$ cat src/rtl/counter_pkg.sv
`default_nettype none
// ============================================================================
//  Module      : counter_pkg
//  Description : Shared encodings and parameter legality check for the
//                modulo up/down counter slice.
//  Revision    : 1.0 - initial release
// ============================================================================
package counter_pkg;

    // Direction encodings driven on 'up'
    localparam logic DIR_UP   = 1'b1;
    localparam logic DIR_DOWN = 1'b0;

    // Mode encodings driven on 'oneshot'
    localparam logic MODE_FREE    = 1'b0;
    localparam logic MODE_ONESHOT = 1'b1;

    // A terminal count is legal when it is at least 1 and fits in WIDTH bits
    function automatic bit max_legal(input int width, input int max);
        longint lim;
        lim = (longint'(1) << width) - 1;
        return (max >= 1) && (longint'(max) <= lim);
    endfunction

endpackage : counter_pkg
`default_nettype wire

$ cat src/rtl/counter_next.sv
`default_nettype none
// ============================================================================
//  Module      : counter_next
//  Description : Combinational next-state for one enabled counting step.
//                Produces the stepped count, the wrap event, the one-shot
//                done flag and the terminal indication for the current
//                direction. Load/hold selection lives in the register stage.
//  Revision    : 1.0 - initial release
// ============================================================================
module counter_next
    import counter_pkg::*;
#(
    parameter int WIDTH = 4,
    parameter int MAX   = 15
) (
    input  logic [WIDTH-1:0] q,
    input  logic             up,
    input  logic             oneshot,
    input  logic             done,
    output logic [WIDTH-1:0] q_next,
    output logic             wrap_next,
    output logic             done_next,
    output logic             at_term
);

    localparam logic [WIDTH-1:0] c_max  = MAX[WIDTH-1:0];
    localparam logic [WIDTH-1:0] c_zero = '0;

    logic w_top;
    logic w_bot;

    // Step result assuming the enable is asserted on this edge
    always_comb begin
        w_top     = (q == c_max);
        w_bot     = (q == c_zero);
        at_term   = (up == DIR_UP) ? w_top : w_bot;
        q_next    = q;
        wrap_next = 1'b0;
        // done survives only while the one-shot mode remains selected
        done_next = done & (oneshot == MODE_ONESHOT);
        if ((oneshot == MODE_ONESHOT) && done) begin
            // Finished one-shot: count frozen until load/reset/mode change
            q_next    = q;
            done_next = 1'b1;
        end else if (at_term) begin
            if (oneshot == MODE_ONESHOT) begin
                q_next    = q;
                done_next = 1'b1;
            end else begin
                q_next    = (up == DIR_UP) ? c_zero : c_max;
                wrap_next = 1'b1;
            end
        end else begin
            q_next = (up == DIR_UP) ? (q + 1'b1) : (q - 1'b1);
        end
    end

endmodule : counter_next
`default_nettype wire

$ cat src/rtl/mod_updown_counter.sv
`default_nettype none
// ============================================================================
//  Module      : mod_updown_counter
//  Description : Modulo (0..MAX) up/down counter with synchronous load,
//                free-run/one-shot modes, registered wrap pulse, sticky done
//                flag and a combinational terminal-count output for
//                cascading stages through their enables.
//  Revision    : 1.0 - initial release
// ============================================================================
module mod_updown_counter
    import counter_pkg::*;
#(
    parameter int WIDTH = 4,
    parameter int MAX   = 15
) (
    input  logic             clk,
    input  logic             rst,
    input  logic             en,
    input  logic             up,
    input  logic             load,
    input  logic [WIDTH-1:0] load_val,
    input  logic             oneshot,
    output logic [WIDTH-1:0] q,
    output logic             tc,
    output logic             wrap,
    output logic             done
);

    localparam logic [WIDTH-1:0] c_max = MAX[WIDTH-1:0];

    // Reject terminal counts that are zero or do not fit in WIDTH bits
    if (!max_legal(WIDTH, MAX)) begin : g_bad_max
        $error("mod_updown_counter: MAX must satisfy 1 <= MAX <= 2**WIDTH-1");
    end

    logic [WIDTH-1:0] r_q;
    logic             r_wrap;
    logic             r_done;

    logic [WIDTH-1:0] w_q_next;
    logic             w_wrap_next;
    logic             w_done_next;
    logic             w_at_term;
    logic [WIDTH-1:0] w_load_clamped;

    counter_next #(
        .WIDTH (WIDTH),
        .MAX   (MAX)
    ) u_next (
        .q         (r_q),
        .up        (up),
        .oneshot   (oneshot),
        .done      (r_done),
        .q_next    (w_q_next),
        .wrap_next (w_wrap_next),
        .done_next (w_done_next),
        .at_term   (w_at_term)
    );

    // Out-of-range load values saturate to the terminal count
    always_comb begin
        w_load_clamped = (load_val > c_max) ? c_max : load_val;
    end

    // Register stage: reset beats load beats enable; otherwise hold
    always_ff @(posedge clk) begin
        if (rst) begin
            r_q    <= '0;
            r_wrap <= 1'b0;
            r_done <= 1'b0;
        end else if (load) begin
            r_q    <= w_load_clamped;
            r_wrap <= 1'b0;
            r_done <= 1'b0;
        end else if (en) begin
            r_q    <= w_q_next;
            r_wrap <= w_wrap_next;
            r_done <= w_done_next;
        end else begin
            r_wrap <= 1'b0;
            r_done <= r_done & (oneshot == MODE_ONESHOT);
        end
    end

    // Terminal count is raw (mode-independent) so the next stage can count on it
    assign tc   = en & w_at_term;
    assign q    = r_q;
    assign wrap = r_wrap;
    assign done = r_done;

endmodule : mod_updown_counter
`default_nettype wire
$ cat config.mk
export PLATFORM = sky130hd
export DESIGN_NAME = mod_updown_counter
export DESIGN_NICKNAME = d
export VERILOG_FILES = /design/src/rtl/counter_pkg.sv /design/src/rtl/counter_next.sv /design/src/rtl/mod_updown_counter.sv
export SDC_FILE = /design/constraint.sdc
export NUM_CORES = 1
export LEC_CHECK = 0
export ABC_CLOCK_PERIOD_IN_PS = 2100
export CAP_MARGIN = 30
export CORE_AREA = 2 2 39 41
export CTS_CLUSTER_SIZE = 25
export DETAILED_ROUTE_END_ITERATION = 8
export DIE_AREA = 0 0 41 43
export GPL_ROUTABILITY_DRIVEN = 0
export PLACE_DENSITY = 0.66
export REMOVE_ABC_BUFFERS = 1
export SETUP_SLACK_MARGIN = 0.02
export SYNTH_ARGS = -nofsm -noshare
export SYNTH_HDL_FRONTEND = slang
export SYNTH_SLANG_ARGS = --single-unit
$ cat constraint.sdc
create_clock -name clk -period 2.1 [get_ports clk]
set_clock_uncertainty 0.2 [all_clocks]
set_input_delay 0.315 -clock clk [delete_from_list [all_inputs] [get_ports clk]]
set_output_delay 0.315 -clock clk [all_outputs]
set_load 0.1 [all_outputs]
==> results of run 1 <==
-- kinds of logic after synthesis --
logic type / Yosys count
xor+xnor: 2
fa+ha+maj: 3
buf+inv: 9
simple gates: 13
compound gates: 18
flops: 6
-- worst min path at each step --
stage                     slack, ps     from  endpoint  depth (start not counted)
after CTS                       480     done      done                          1
after floorplan                 250  oneshot      done                          1
after global routing            490     done      done                          1
after detailed placement        470     done      done                          1
final                           470     q[3]      q[3]                          2
after global placement          460     done      done                          1
-- flip-flops by register name (all words and copies together) (netlist names) --
signal	cells
q	4
done	1
wrap	1
-- stage by stage --
stage / util / setup TNS (ps) / std cells
final: 0.574 / -18.9 / 95
after global routing: 0.574 / -55.0 / 95
after CTS: 0.565 / -10.7 / 94
after detailed placement: 0.549 / -498 / 91
after global placement: 0.549 / -431 / 91
after floorplan: - / -2930 / 49
-- repair_timing --
action,4_1_cts,5_1_grt
pin swaps,1,1
setup buffers,0,1
hold buffers,0,0
gates resized for setup,2,2
endpoints found under the setup margin,1,1
-- cells in the mapped netlist (2+ instances only) --
cell,n
a21oi_1,6
and3_1,2
dfxtp_1,6
ha_1,2
inv_1,7
nand3_1,2
nor2_1,3
nor3b_1,2
o221a_2,2
-- power breakdown --
| part | switching, mW | total [mW] | internal [mW] |
|---|---|---|---|
| clock | 0.0367 | 0.101 | 0.0643 |
| combinational | 0.125 | 0.226 | 0.101 |
| sequential | 0.0108 | 0.134 | 0.123 |
-- placed cells by master, fill, tap and decap left out, drive strengths merged --
cell type | netlist | final
buf | 1 | 18
clkdlybuf4s50 | 0 | 8
inv | 7 | 7
a21oi | 6 | 6
dfxtp | 6 | 6
nor2 | 4 | 4
clkbuf | 1 | 3
and3 | 3 | 3
o221a | 3 | 3
nor3b | 2 | 2
nand3 | 2 | 2
ha | 2 | 2
or4 | 1 | 1
o21a | 1 | 1
a31o | 1 | 1
a2111o | 1 | 1
nor2b | 1 | 1
o41ai | 1 | 1
o31ai | 1 | 1
o311a | 1 | 1
a221o | 1 | 1
a211oi | 1 | 1
xor2 | 1 | 1
o211a | 1 | 1
xnor2 | 1 | 1
fa | 1 | 1
dlygate4sd2 | 0 | 1
-- worst reg2reg max path: stages, from the launching register on --
cell      delay (ps)
dfxtp_2          340
buf_4            160
and3_1           160
a31o_1           230
a2111o_1         470
o221a_1          280
-- final cells by class --
cell class / instances / area [µm²]
fill: 123 / 589
timing repair buffer: 27 / 299
tap: 16 / 20.0
clock buffer: 3 / 22.5
sequential: 6 / 123
inverter: 7 / 26.3
multi-input combinational: 36 / 304
-- per-layer routing --
layer / global-route usage / routed length, µm / vias up / part of all wire
li1: - / - / 249 / -
met1: 0.230 / 537 / 230 / 0.46
met2: 0.234 / 537 / 28 / 0.46
met3: 0.0471 / 77 / 2 / 0.066
met4: 0.0600 / 14 / 0 / 0.012
met5: 0 / 0 / - / 0
==> flow_results.org, run 1 <==
** Run status
- Violated checks :: setup timing
- The run finished, with violations left.

** Run
- Max Cap Violations :: 0

** Setup path
- Family of cells with the greatest summed delay on the critical path :: simple AND/OR/NAND/NOR gates
- Setup crit end :: tc
- Launching element of the worst setup path :: q[0]
- Slowest stage delay, CP :: approximately 530 ps
- Worst path slowest cell :: or4_4
- Launch instance of the worst register-to-register path :: q[0]
- Crit path cell chain :: or4_4 -> nor2_4 -> o21a_1 -> buf_12
- Along the worst path, the maximum fanout reaches 4.
- The worst register-to-register path has a setup slack of 150 ps.
- STA classifies the critical path endpoint as an output port.
- Worst reg2reg path endpoint :: q[1]
- The number of cells on the worst reg-to-reg path is 5.
- Element type at the critical path start :: register
- For the worst setup path, the data arrival time is 1600 ps.
- The number of buffers and inverters on the critical path is 1.
- CP required :: 1580 ps
- The critical path runs through a total of 4 cells.
- The worst setup path is of the register to output port kind.

** Clocking
- Clock insertion delay at the later pin of the skew report :: 230 ps
- The clock passes through at most 2 buffers.
- Clock tree from TritonCTS :: built
- Total clock sinks :: 6
- After clock tree synthesis, the clock-pin slew on the worst setup and hold paths is 50 ps.
- Root buf cell :: clkbuf_4
- In this run the number of H-tree levels came out at 1.
- Buffers inserted during clock tree synthesis total 3.

** Floorplan
- 17 I/O pins were placed.
- The floorplan step defined a die boundary enclosing 0.00176 mm².
- Std cell rows :: 14
- Initial standard-cell utilization of the core :: 0.328
- Die span in x :: 41 µm
- From bottom edge to top edge, the die measures 43 µm.
- Placeable core area :: approximately 0.0014 mm²

** Yosys
- Of the total synthesized cell area, the portion taken by AND, OR, NAND and NOR gates is 0.187.
- Counting distinct cell types in the post-synthesis netlist gives 28.
- Synthesis Warnings :: 0
- Cell types occupying the most area after synthesis :: dfxtp_1 (26%), a21oi_1 (6.6%), inv_1 (5.8%), ha_1 (5.5%), o221a_2 (5.0%)
- The average instance in the mapped netlist occupies 8.91 µm².
- Area fraction in compound gates after synthesis :: 0.336
- Proportion of register bits with asynchronous set or reset after synthesis :: 0
- Area share of fa/ha/maj cells after synthesis :: 0.0992
- Number of enable-type register cells in the synthesized netlist :: 0
- Synthesis produced a netlist whose cell count is 51.
- For this run, the register share of the synthesized area comes to 0.264.
- Netlist Area Pre-Place :: 454 µm²
- Measured against the total synthesized area, the mux share comes to 0.
- Post-Synth XOR/XNOR Area :: 0.0386
- Synth top area share :: 0.264
- Top flip-flop cell by instance count after synthesis :: dfxtp_1
- After synthesis the netlist holds a flip-flop and latch count of 6.
- The largest total area in the synthesized netlist belongs to dfxtp_1.
- After synthesis, the largest family of logic cells by area is compound AO/OA/AOI/OAI gates.

** STA
- Setup violations remaining at the end of the flow were counted as 1.
- At the pin with the least slew margin, the transition time is 424 ps.
- Hold timing on the final database bottoms out at a slack of ~470 ps.
- The final number of max-transition violations came to 0.
- In the post-route analysis, the smallest setup slack over all paths is -18.9 ps.
- For the finished layout, the period the worst path requires is 2120 ps.
- Setup repair after global routing could not meet its margin everywhere.
- Measured against its own limit, the worst slew margin works out to 0.715.
- Timing would allow up to 472 MHz.
- Final cycle utilization of the critical path :: 1.01
- The number of failing hold endpoints at the final stage came to 0.

** Placement
- After detailed placement, the total cell area comes to 759 µm².
- Detailed placer's ending HPWL :: 906 µm
- Place WS :: -142 ps
- Port Buf Inserts :: 16

** Routing
- Wire per inst :: 12.3 µm
- The routed layout has about 510 vias.
- Count of nets left with antenna violations after detail routing :: 0
- Post-Route WL :: around 1200 µm
- DRC violation count after routing :: 0
- For this block, the initial DRC count from the detailed router was 24.
- Dividing the detail-routed via count by the number of cells gives between 5 and 6.
- Drt pass-1 iters :: 4

** Final layout
- Final net count :: 94
- Post-route cell area :: between 700 and 800 µm²
- Total inserted antenna cells :: 0
- Of the cells placed in the final design, the portion with a size suffix greater than 1 is 0.367.
- Compared with the post-synthesis result, the final layout area differs by 74.9%.

** Global routing
- Largest net degree at the start of global routing :: 7
- The initial antenna violation count is 0.
- First-pass GRT wire length :: about 2000 µm
- Across every metal layer, demand over resource in global routing totals 0.165.
- The number of global-route vias before repair was 442.
- The total overflow left after global routing is 0.

** Power
- Dividing total power by cell area gives a power density of 580 mW/mm².
- The completed layout was analyzed and its total power is 0.461 mW.
- IR analysis of the VDD net gives a maximum drop of about 0.22 mV.
- In this run the static leakage power is about 0.39 nW.

** Min path
- Worst hold path class :: register to register
(Power assumes the default switching activity.)
==> run 2, diff against run 1 <==
PLACE_DENSITY = 0.73   (was 0.66)
SYNTH_HIERARCHICAL = 1   (was not set)
==> run 2 against run 1 <==
  * The run still ends with setup timing left
  * Synthesized cell count rose by 20%
  * Cell area rose by 21%
  * Routed wire length is 28% higher
  * Total power grew 12%
  * Register-to-register slack lost 160 ps
  * Combinational power up 24%
  * Core utilization increased by 12 points
  * Die area is the same
  * Largest cell class unchanged
  * Highest routed layer unchanged
==> flow_results.org, run 2 <==
** Yosys
- Average instance area after synthesis :: 8.86 µm² (was 8.91 µm²)
- Number of flip-flops and latches in the synthesized netlist :: 6 (unchanged)
- The post-synthesis instance area came to 541 µm² (was 454 µm²).
- The post-synthesis instance total is 61 (was 51).
- The sequential cell area fraction in the yosys report came to 0.222 (was 0.264).
- The largest area contributor in the synthesized netlist is dfxtp_1 (unchanged).
- Most used standard cells in the synthesized netlist: dfxtp_1 (6), a211oi_1 (5), nand2_1 (5) (was inv_1 (7), a21oi_1 (6), dfxtp_1 (6), nor2_1 (3)).
- The most used standard cell by instance count after synthesis was dfxtp_1 (was inv_1).
- Number of enable-type register cells in the synthesized netlist :: 0 (unchanged)
- The leading register cell type out of synthesis is dfxtp_1 (unchanged).
- The share of synthesized flip-flops with an asynchronous set or reset is 0 (unchanged).
- Cell types occupying the most area after synthesis: dfxtp_1 (22%), mux2i_1 (7.4%), a211oi_1 (6.9%), ha_1 (4.6%), nor2b_1 (4.6%) (was dfxtp_1 (26%), a21oi_1 (6.6%), inv_1 (5.8%), ha_1 (5.5%), o221a_2 (5.0%)).
- Synth top area share :: 0.222 (was 0.264)
- The unique cell type count in the Yosys netlist was 31 (was 28).
- Synthesis Warnings :: 6 (was 0)

** Routing
- Drt pass-1 iters :: 4 (unchanged)
- Routed via count :: 609 (was 509)
- Wire per inst :: 13.2 µm (was 12.3 µm)
- Average vias per placed instance :: 5.39 (was 5.36)
- Post-Route WL :: 1490 µm (was 1170 µm)
- The residual antenna-violating net count after detailed routing was 0 (unchanged).
- DRC violation count after routing :: 0 (unchanged)
- Starting DRT DRC Count :: 9 (was 24)

** Final layout
- Final Util :: 0.697 (was 0.574)
- The area taken by multi-input logic gates was 434 µm² (was 304 µm²).
- Most common cell after layout, fill and taps aside :: buf_4 (unchanged)
- The number of antenna repair diodes was 0 (unchanged).
- Post-route cell area :: 965 µm² (was 795 µm²)
- Final net count :: 112 (was 94)
- Count of non-filler cells in the finished layout :: 113 (was 95)
- Total area of sequential cells :: 125 µm² (was 123 µm²)
- Share of layout cells above drive strength 1 :: 0.464 (was 0.367)
- Area added between synthesis and finish :: 78.5% (was 74.9%)
- The count of fill cells added during filler insertion was 120 (was 123).
- Most used cells in the layout excluding fill and tap cells: buf_4 (19), clkdlybuf4s50_1 (8), buf_12 (6), a211oi_1 (5), nand2_1 (5) (was buf_4 (12), clkdlybuf4s50_1 (8), inv_1 (7), a21oi_1 (6), buf_12 (6)).
- Max FFs per register :: 4 (unchanged)

** STA
- The timing-limited maximum frequency was 466 MHz (was 472 MHz).
- Worst rel slew slack :: 0.727 (was 0.715)
- The final number of max-transition violations was 0 (unchanged).
- The setup-violating endpoint count in the final report was 2 (was 1).
- Time the worst path needs with I/O delays and setup :: 2140 ps (was 2120 ps)
- The slew of the pin with the lowest slew margin was 409 ps (was 424 ps).
- The setup slack of the critical path after layout came to -43.9 ps (was -18.9 ps).
- Final cycle utilization of the critical path :: 1.02 (was 1.01)
- Setup TNS :: -53.0 ps (was -18.9 ps)
- The number of failing hold endpoints at the final stage came to 0 (unchanged).
- Post-Route Hold Slack :: 412 ps (was 473 ps)
- Setup repair after global routing missed its margin :: true (unchanged)

** Power
- The part of the power in the clock network is 0.202 (was 0.219).
- LEAKAGE :: 0.404 nW (was 0.387 nW)
- The worst-case vdd ir drop was 0.381 mV (was 0.224 mV).
- Portion of total power attributed to sequential cells :: 0.254 (was 0.291)
- The cell area power density is 535 mW/mm² (was 580 mW/mm²).
- Logic gate share of total power :: 0.544 (was 0.490)
- The net switching power is 0.193 mW (was 0.172 mW).
- Cell Int Power :: 0.324 mW (was 0.289 mW)
- Pwr Total :: 0.516 mW (was 0.461 mW)
- The switching share of power came to 0.373 (was 0.374).

** Placement
- Detailed placer's ending HPWL :: 1050 µm (was 906 µm)
- The standard cell area after detailed placement was 857 µm² (was 759 µm²).
- The setup slack after placement is -543 ps (was -142 ps).
- Port Buf Inserts :: 16 (unchanged)
- The count of placed standard cells including taps is 104 (was 91).

** Setup path
- The worst endpoint data arrival time was 1630 ps (was 1600 ps).
- The maximum fanout encountered on the critical timing path came to 4 (unchanged).
- CP endpoint kind :: output port (unchanged)
- Element type at the critical path start :: register (unchanged)
- Critical path class :: register to output port (unchanged)
- Number of cells traversed by the worst register-to-register path :: 8 (was 5)
- The beginning of the worst register-to-register path is q[1] (was q[0]).
- Launching element of the worst setup path :: q[1] (was q[0])
- The required time at the endpoint of the critical path was 1580 ps (about the same).

** Clocking
- Number of buffers inserted for hold repair after clock tree synthesis :: 0 (unchanged)
- Inserted Clock Buffers :: 3 (unchanged)
- Clk pin slew, worst setup/hold paths :: 40 ps (was 50 ps)
- The clock tree root driver cell is clkbuf_4 (unchanged).
- Clock tree from TritonCTS :: built (unchanged)
- The maximum count of clock buffers along a single path is 2 (unchanged).
- The clock sink count was 6 (unchanged).
- The total number of H-tree levels was 1 (unchanged).
- Clock insertion delay at the later pin of the skew report :: 240 ps (was 230 ps)

** Floorplan
- Die Ht :: 43 µm (unchanged)
- # IOs :: 17 (unchanged)
- Placeable core area :: 0.00138 mm² (unchanged)
- The chip width came to 41 µm (unchanged).
- Std cell rows :: 14 (unchanged)
- DIE AREA :: 0.00176 mm² (unchanged)
- Initial standard-cell utilization of the core :: 0.391 (was 0.328)

** Global routing
- The global-route usage over all layers was 0.202 (was 0.165).
- First-pass GRT wire length :: 2390 µm (was 1980 µm)
- The number of global-route vias before repair is 546 (was 442).
- The largest net degree at the start of global routing was 11 (was 7).
- Initial antenna violation count :: 0 (unchanged)
- Remaining global-route overflow :: 0 (unchanged)

** Run status
- Violated checks :: setup timing (unchanged)
- Result of the run: finished, violations left (unchanged).

** Min path
- The classification of the worst-slack hold path is register to register (unchanged).
- The depth of the worst hold-timing path was 2 (unchanged).
- The hold path startpoint was q[1] (was q[3]).

** Run
- Max Cap Violations :: 0 (unchanged)
==> run 2: cell types whose count changed in the layout (fill, tap and decap cells not counted), sizes merged, moves of 3 or more <==
cell / before / now
buf: 18 / 25
a211oi: 1 / 6
nand2: 0 / 5
a21oi: 6 / 2
mux2i: 0 / 4
inv: 7 / 4
nor2b: 1 / 4
o221a: 3 / 0
==> run 2: path summary, 6_finish.rpt <==
kind / end / slack, ps
max: tc / -40
min: q[1] / 410
max reg2reg: q[3] / -10
min reg2reg: q[1] / 410
==> run 2: layer usage <==
metal | GRT usage | vias to the layer above | routed length [µm]
met3 | 0.0314 | 5 | 40
li1 | - | 303 | -
met4 | 0.120 | 0 | 38
met1 | 0.252 | 286 | 635
met2 | 0.309 | 15 | 775
met5 | 0 | - | 0
==> run 2: kinds of logic (layout without fill, tap and decap cells) <==
logic type / Yosys count / in the layout / synth area share
flip-flops: 6 / 6 / 0.222
multiplexers: 4 / 4 / 0.0741
adder cells (fa/ha/maj): 3 / 3 / 0.0833
AO/OA/AOI/OAI: 16 / 16 / 0.271
XOR/XNOR: 2 / 2 / 0.0324
buffers and inverters: 5 / 41 / 0.0486
AND/OR/NAND/NOR: 25 / 25 / 0.269
==> run 2: cell type report <==
type | count | share of cell area
Clock buffer | 3 | 0.0233
Inverter | 4 | 0.0156
Multi-Input combinational cell | 50 | 0.450
Sequential cell | 6 | 0.130
Tap cell | 16 | 0.0208
Timing Repair Buffer | 34 | 0.361
==> run 2: power by group through the flow <==
| stage | registers [mW] | logic [mW] | clock network [mW] |
|---|---|---|---|
| CTS | 0.131 | 0.273 | 0.110 |
| global route | 0.132 | 0.298 | 0.118 |
| finish | 0.131 | 0.281 | 0.104 |
| floorplan | 0.190 | 0.0903 | 0 |
| detailed placement | 0.132 | 0.253 | 0 |
| global placement | 0.132 | 0.249 | 0 |
==> run 2: repair_timing <==
item | CTS | global route
pin swaps | 6 | 5
endpoints found under the hold margin | 0 | 0
setup buffers | 2 | 4
setup endpoints to repair | 4 | 4
resized for setup | 10 | 3
==> run 2: worst max-delay path: stages (launching register included) <==
cell,delay [ps]
dfxtp_2,330
or4_4,530
nor2_4,100
or2_1,110
and2_4,140
buf_12,160
